`src/rtl/ring_sched_pkg.sv`:
```
// rtl/ring_sched_pkg.sv - shared types and constants for the ring memory scheduler
//
// Purpose: default geometry, writer index type, grant struct and the
//          round-robin pick function used by rr_arb2.
package ring_sched_pkg;

    localparam int DEF_WIDTH  = 6;
    localparam int DEF_DWIDTH = 8;

    // Index of a write requester (0 or 1).
    typedef logic wr_idx_t;

    typedef struct packed {
        logic gnt0;
        logic gnt1;
    } grant_t;

    // Single-requester wins outright; on contention the writer that did not
    // win last time is chosen. block suppresses every grant.
    function automatic grant_t rr_pick(
        input logic    req0,
        input logic    req1,
        input logic    block,
        input wr_idx_t last
    );
        grant_t g;
        g = '0;
        if (!block) begin
            if (req0 && (!req1 || last == 1'b1)) begin
                g.gnt0 = 1'b1;
            end else if (req1) begin
                g.gnt1 = 1'b1;
            end
        end
        return g;
    endfunction

endpackage

```
`src/rtl/ring_mem_sched_rr_arb2.sv`:
```
// rtl/ring_mem_sched_rr_arb2.sv - two-input round-robin arbiter
//
// Purpose: grants at most one of two requesters per cycle, alternating under
//          contention, and remembers the last winner.
// Ports:
//   clk    in   rising-edge clock
//   rst    in   asynchronous active-high reset (last winner := writer 1)
//   req    in   [1:0] request vector
//   block  in   suppress all grants (ring full)
//   gnt    out  [1:0] one-hot-or-zero grant vector (combinational)
module rr_arb2
    import ring_sched_pkg::*;
(
    input  logic       clk,
    input  logic       rst,
    input  logic [1:0] req,
    input  logic       block,
    output logic [1:0] gnt
);

    wr_idx_t last_gnt_q;
    wr_idx_t last_gnt_d;
    grant_t  pick;

    always_comb begin
        pick       = rr_pick(req[0], req[1], block, last_gnt_q);
        gnt        = {pick.gnt1, pick.gnt0};
        last_gnt_d = last_gnt_q;
        if (pick.gnt0) begin
            last_gnt_d = 1'b0;
        end else if (pick.gnt1) begin
            last_gnt_d = 1'b1;
        end
    end

    // Reset to writer 1 so writer 0 wins the first contended cycle.
    always_ff @(posedge clk or posedge rst) begin
        if (rst) begin
            last_gnt_q <= 1'b1;
        end else begin
            last_gnt_q <= last_gnt_d;
        end
    end

endmodule

```
`src/rtl/ring_mem_sched.sv`:
```
// rtl/ring_mem_sched.sv - power-of-two ring memory scheduler with two writers and one reader
//
// Purpose: arbitrates two push requesters into a ring with a per-entry valid
//          bitmap and drains it in order through a 1-cycle registered read port.
// Optional: define RING_SCHED_ASSERT_EN to compile in embedded properties.
// Ports:
//   clk      in   rising-edge clock
//   rst      in   asynchronous active-high reset
//   req0     in   writer 0 push request
//   data0    in   [DWIDTH-1:0] writer 0 payload
//   gnt0     out  writer 0 push accepted this cycle
//   req1     in   writer 1 push request
//   data1    in   [DWIDTH-1:0] writer 1 payload
//   gnt1     out  writer 1 push accepted this cycle
//   rd_req   in   consumer pop request
//   rd_vld   out  rd_data valid (registered)
//   rd_data  out  [DWIDTH-1:0] popped word
//   full     out  count == NUM_ELEMS
//   empty    out  count == 0
//   count    out  [WIDTH:0] number of valid entries
module ring_mem_sched
    import ring_sched_pkg::*;
#(
    parameter int WIDTH  = DEF_WIDTH,
    parameter int DWIDTH = DEF_DWIDTH
) (
    input  logic              clk,
    input  logic              rst,
    input  logic              req0,
    input  logic [DWIDTH-1:0] data0,
    output logic              gnt0,
    input  logic              req1,
    input  logic [DWIDTH-1:0] data1,
    output logic              gnt1,
    input  logic              rd_req,
    output logic              rd_vld,
    output logic [DWIDTH-1:0] rd_data,
    output logic              full,
    output logic              empty,
    output logic [WIDTH:0]    count
);

    localparam int             NUM_ELEMS  = 2 ** WIDTH;
    localparam logic [WIDTH:0] FULL_COUNT = (WIDTH + 1)'(NUM_ELEMS);

    logic [WIDTH-1:0]     wr_ptr_q, wr_ptr_d;
    logic [WIDTH-1:0]     rd_ptr_q, rd_ptr_d;
    logic [NUM_ELEMS-1:0] valid_q, valid_d;
    logic [WIDTH:0]       count_q, count_d;
    logic                 rd_vld_q, rd_vld_d;
    logic [DWIDTH-1:0]    rd_data_q, rd_data_d;
    logic [DWIDTH-1:0]    mem_q [NUM_ELEMS];

    logic [1:0]           arb_req;
    logic [1:0]           arb_gnt;
    logic                 push;
    logic                 pop;
    logic [DWIDTH-1:0]    push_data;

    // Status comes only from count; wr_ptr == rd_ptr is ambiguous on its own.
    assign full  = (count_q == FULL_COUNT);
    assign empty = (count_q == '0);
    assign count = count_q;

    assign arb_req = {req1, req0};

    rr_arb2 u_arb (
        .clk   (clk),
        .rst   (rst),
        .req   (arb_req),
        .block (full),
        .gnt   (arb_gnt)
    );

    assign gnt0    = arb_gnt[0];
    assign gnt1    = arb_gnt[1];
    assign rd_vld  = rd_vld_q;
    assign rd_data = rd_data_q;

    always_comb begin
        push      = gnt0 | gnt1;
        push_data = gnt1 ? data1 : data0;
        // Pop looks at the registered bitmap, so a same-cycle push into an
        // empty ring is never visible to the pop.
        pop       = rd_req & valid_q[rd_ptr_q];

        wr_ptr_d  = push ? wr_ptr_q + WIDTH'(1) : wr_ptr_q;
        rd_ptr_d  = pop  ? rd_ptr_q + WIDTH'(1) : rd_ptr_q;

        // Push and pop can never hit the same slot: a pop needs a valid
        // entry at rd_ptr, and a push needs a free one at wr_ptr.
        valid_d = valid_q;
        if (push) begin
            valid_d[wr_ptr_q] = 1'b1;
        end
        if (pop) begin
            valid_d[rd_ptr_q] = 1'b0;
        end

        count_d = count_q;
        case ({push, pop})
            2'b10:   count_d = count_q + (WIDTH + 1)'(1);
            2'b01:   count_d = count_q - (WIDTH + 1)'(1);
            default: count_d = count_q;
        endcase

        rd_vld_d  = pop;
        rd_data_d = pop ? mem_q[rd_ptr_q] : rd_data_q;
    end

    always_ff @(posedge clk or posedge rst) begin
        if (rst) begin
            wr_ptr_q  <= '0;
            rd_ptr_q  <= '0;
            valid_q   <= '0;
            count_q   <= '0;
            rd_vld_q  <= 1'b0;
            rd_data_q <= '0;
        end else begin
            wr_ptr_q  <= wr_ptr_d;
            rd_ptr_q  <= rd_ptr_d;
            valid_q   <= valid_d;
            count_q   <= count_d;
            rd_vld_q  <= rd_vld_d;
            rd_data_q <= rd_data_d;
        end
    end

    // Storage array is deliberately left out of reset.
    always_ff @(posedge clk) begin
        if (push) begin
            mem_q[wr_ptr_q] <= push_data;
        end
    end

`ifdef RING_SCHED_ASSERT_EN
    logic        init_done_q;
    logic [15:0] push_tag_q, push_tag_d;
    logic [15:0] pop_tag_q, pop_tag_d;
    logic [15:0] tag_mem_q [NUM_ELEMS];

    // Each pushed word carries a free-running tag; pops must see tags in order.
    always_comb begin
        push_tag_d = push ? push_tag_q + 16'd1 : push_tag_q;
        pop_tag_d  = pop  ? pop_tag_q  + 16'd1 : pop_tag_q;
    end

    always_ff @(posedge clk or posedge rst) begin
        if (rst) begin
            init_done_q <= 1'b0;
            push_tag_q  <= '0;
            pop_tag_q   <= '0;
        end else begin
            init_done_q <= 1'b1;
            push_tag_q  <= push_tag_d;
            pop_tag_q   <= pop_tag_d;
        end
    end

    always_ff @(posedge clk) begin
        if (push) begin
            tag_mem_q[wr_ptr_q] <= push_tag_q;
        end
    end

    a_one_grant: assert property (@(posedge clk) disable iff (rst)
        !(gnt0 && gnt1));

    a_count_bound: assert property (@(posedge clk) disable iff (rst)
        count_q <= FULL_COUNT);

    a_full_blocks: assert property (@(posedge clk) disable iff (rst)
        full |-> (!gnt0 && !gnt1));

    a_fair: assert property (@(posedge clk) disable iff (rst)
        (init_done_q && $past(req0 && req1 && !full) && req0 && req1 && !full)
        |-> (($past(gnt0) && gnt1) || ($past(gnt1) && gnt0)));

    a_tag_order: assert property (@(posedge clk) disable iff (rst)
        (init_done_q && pop) |-> (tag_mem_q[rd_ptr_q] == pop_tag_q));
`endif

endmodule

```
`config.mk`:
```
export PLATFORM = sky130hd
export DESIGN_NAME = ring_mem_sched
export DESIGN_NICKNAME = d
export VERILOG_FILES = /design/src/rtl/ring_sched_pkg.sv /design/src/rtl/ring_mem_sched_rr_arb2.sv /design/src/rtl/ring_mem_sched.sv
export SDC_FILE = /design/constraint.sdc
export NUM_CORES = 1
export LEC_CHECK = 0
export BUFFER_PORTS_ARGS = -buffer_cell sky130_fd_sc_hd__buf_4
export CORE_ASPECT_RATIO = 1.75
export CORE_MARGIN = 2
export CORE_UTILIZATION = 39
export CTS_BUF_LIST = sky130_fd_sc_hd__clkbuf_16
export DETAILED_ROUTE_END_ITERATION = 12
export GPL_ROUTABILITY_DRIVEN = 0
export PLACE_DENSITY = 0.63
export SLEW_MARGIN = 30
export SYNTH_ARGS = -nofsm -noshare
export SYNTH_HDL_FRONTEND = slang
export SYNTH_SLANG_ARGS = --single-unit
```
`constraint.sdc`:
```
create_clock -name clk -period 11.8 [get_ports clk]
set_input_delay 2.36 -clock clk [delete_from_list [all_inputs] [get_ports clk]]
set_output_delay 2.36 -clock clk [all_outputs]
set_load 0.01 [all_outputs]
```
==> results.toml <==
[sta]
max-slew-margin-rel_pct = 28.4
period_needed_ns = 5.69
worst_pin_slew_ns = 1.07
hold_violations = 0
fin_crit_sh_pct = 48.2
max_freq_mhz = 176
rsz0062_at_grt = "false"
setup_viol = 0
clock_skew_ns = 0.0268
final_max_slew_viol_count = 0
fin_tns_setup_ns = 0

[synth]
netlist_area_um2 = 25000
yosys.area.top_type_share_pct = 61.5
ys_ff_latch = 605
ys_async_sr_fraction_pct = 15.4
synth.yosys.seq_area_share_pct = 70.8
ys.flop_type = "edfxtp_1"
synth_top_cell_by_area = "edfxtp_1"
yosys-top-cells-area = "edfxtp_1 (62%), dfrtp_1 (9.2%), mux4_2 (4.2%)"
synth.avg_cell_area_um2 = 15.9
synth_commonest_cells = "edfxtp_1 (512), nor2_1 (112), dfrtp_1 (92), a21oi_1 (72), mux2i_1 (64)"
synth-edff-count = 512
yosysMostFrequentCell = "edfxtp_1"
ys_types = 70
syn-num-nets = 1594
synth_warnings = 0
syn_inst = 1568

[place]
hpwl_um = 47400
portBuffers = 40

[worst_setup_path]
reg2reg_slack_ns = 6.11
path_max_fanout = 50
setup.worst_path.end = "count[6]"
crit_start = "rd_ptr_q[0]"
slowest_stage = "dfrtp_4"
timing.rr.start = "rd_ptr_q[0]"
cp-start-kind = "register"
r2r_end = "count[6]"
crit_arrival_ns = 6.20
crit_chain = "buf_4, mux4_1, a32oi_1, nand3_1, nor3_2, a31oi_4, ha_1, xor2_1, ha_1, or3_1, a21oi_1, nor3_1, or3_1, a31oi_1, xor2_1"
worstPathRequired_ns = 12.31
cpPeakStageDelay_ns = 0.98
path_class = "register to register"
reg2regPathDepth = 15
endpoint_kind = "register"

[layout]
areaGrowthSynthToFinish_pct = 10.6
filler_cell_count = 5444
fin_nets = 1604
layout-drive-gt1-share_pct = 17.3
diodes = 0

[floorplan]
die-area_um2 = 66200
num_rows = 122
start_util_pct = 39.5
die-width_um = 195
dieHeight_um = 339
coreArea_um2 = 63300
pin_count = 41

[global_route]
grt_max_degree = 77
grt_use_total_pct = 22.5
globalRouteOverflowTotal = 0
grt_pass1_vias = 15203
grt_pass1_wl_um = 108000
antenna_found_initial = 0

[routing]
drtAntennaViolNets = 0
first_pass_iters = 6
vias = 14990
drt_iter0_markers = 1761
wl_per_cell_um = 30.9
drc_errors = 0
wl_um = 74900
vias_per_cell = 6.19

[clock_network]
clock_sink_count = 605
postCtsSetupBuffers = 0
hold_buffers = 0
htree_levels = 2
clkTransAtPathRegs_ns = 0.07
root_buffer = "clkbuf_16"
cts_tree = "built"
clock_latency_ns = 0.61
cts_resized = 0
cts_max_path_buffers = 3
cts_made_buffers = 49

[power_and_ir_drop]
power.density_nw_per_um2 = 259
p_leak_nw = 9.23
fin_total_pwr_w = 0.00717
ir_drop_mv = 0.167

[hold_path]
hold_class = "register to register"

[run_status]
status = "completed"

[flow_run]
maxCapViolCount = 0
[where the power goes]
group	switching, W	internal, W	leakage (nW)
sequential	0.000305	0.00261	5.74
combinational	0.00171	0.000900	2.66
clock	0.000752	0.000893	0.826
total	0.00277	0.00440	9.23
[registers in the layout, summed over array words and instances (netlist names)]
name and count:
count 7, mem_q 512, rd_data 8, rd_ptr_q 6
rd_vld 1, u_arb.last_gnt_q 1, valid_q 64, wr_ptr_q 6
[critical path, delay by kind of cell (launching register included)]
kind,cells,cell delay [ns]
xor+xnor,2,0.36
buf+inv,1,0.65
simple gates,5,1.28
flops,1,0.98
compound gates,4,0.94
mux,1,0.66
fa+ha+maj,2,0.67
[through the flow]
| stage | instances | hold slack [ns] | area (um^2) | setup WS [ns] | utilization [%] |
|---|---|---|---|---|---|
| after floorplan | 1568 | 0.470 | 25000 | 6.45 | - |
| after global placement | 2333 | 0.485 | 26000 | 5.92 | 41.1 |
| after detailed placement | 2333 | 0.497 | 26000 | 5.84 | 41.1 |
| after CTS | 2423 | 0.507 | 27600 | 5.85 | 43.6 |
| after global routing | 2423 | 0.531 | 27600 | 5.89 | 43.6 |
| final | 2423 | 0.513 | 27600 | 6.11 | 43.6 |
[how the worst min path moves through the flow]
stage	startpoint	end	slack, ns	cells after the start
after floorplan	u_arb.last_gnt_q	u_arb.last_gnt_q	0.47	2
after global placement	u_arb.last_gnt_q	u_arb.last_gnt_q	0.49	2
after detailed placement	u_arb.last_gnt_q	u_arb.last_gnt_q	0.50	2
after CTS	u_arb.last_gnt_q	u_arb.last_gnt_q	0.51	2
after global routing	u_arb.last_gnt_q	u_arb.last_gnt_q	0.53	2
final	u_arb.last_gnt_q	u_arb.last_gnt_q	0.51	2
[kinds of logic after synthesis]
group                    share of synthesized area, %
flip-flops                                       70.8
adder cells (fa/ha/maj)                         0.250
AND/OR/NAND/NOR                                  5.57
buffers and inverters                            2.61
AO/OA/AOI/OAI                                    10.1
XOR/XNOR                                        0.666
multiplexers                                     10.0
[layer usage]
layer / share of wire, % / vias to the layer above / track usage, %
met4: 9.0 / 0 / 16.9
met5: 0 / - / 0
met2: 49 / 850 / 38.1
li1: - / 6289 / -
met1: 34 / 7566 / 25.3
met3: 7.7 / 285 / 4.18
[cell type report]
class                      count  area [um^2]  share of cell area, %
tap                          806         1010                   3.65
multi-input combinational    835         6720                   24.3
inverter                      12         47.5                  0.172
clock buffer                  51         1280                   4.62
clock inverter                39          308                   1.11
sequential                   605        17700                   64.1
timing repair buffer          75          567                   2.05
[cell usage in the layout, fill, tap and decap left out, drive strengths merged, types with 6 or more instances in the layout]
| cell | n |
|---|---|
| nor3b | 9 |
| and2 | 7 |
| xor2 | 9 |
| clkbuf | 51 |
| edfxtp | 512 |
| a2bb2oi | 22 |
| dfrtp | 92 |
| a221oi | 37 |
| clkinv | 21 |
| o21ai | 21 |
| and3b | 9 |
| and3 | 8 |
| a22o | 9 |
| mux2 | 61 |
| nand3 | 22 |
| a221o | 20 |
| nor2b | 10 |
| xnor2 | 10 |
| nor3 | 13 |
| a21oi | 72 |
| nand2 | 48 |
| mux4 | 51 |
| o22ai | 22 |
| or3 | 6 |
| mux2i | 64 |
| inv | 24 |
| a22oi | 46 |
| a31oi | 55 |
| o2bb2ai | 8 |
| nand2b | 9 |
| a222oi | 8 |
| buf | 75 |
| nor2 | 112 |
Note: power is estimated with default switching activity, not from simulation.
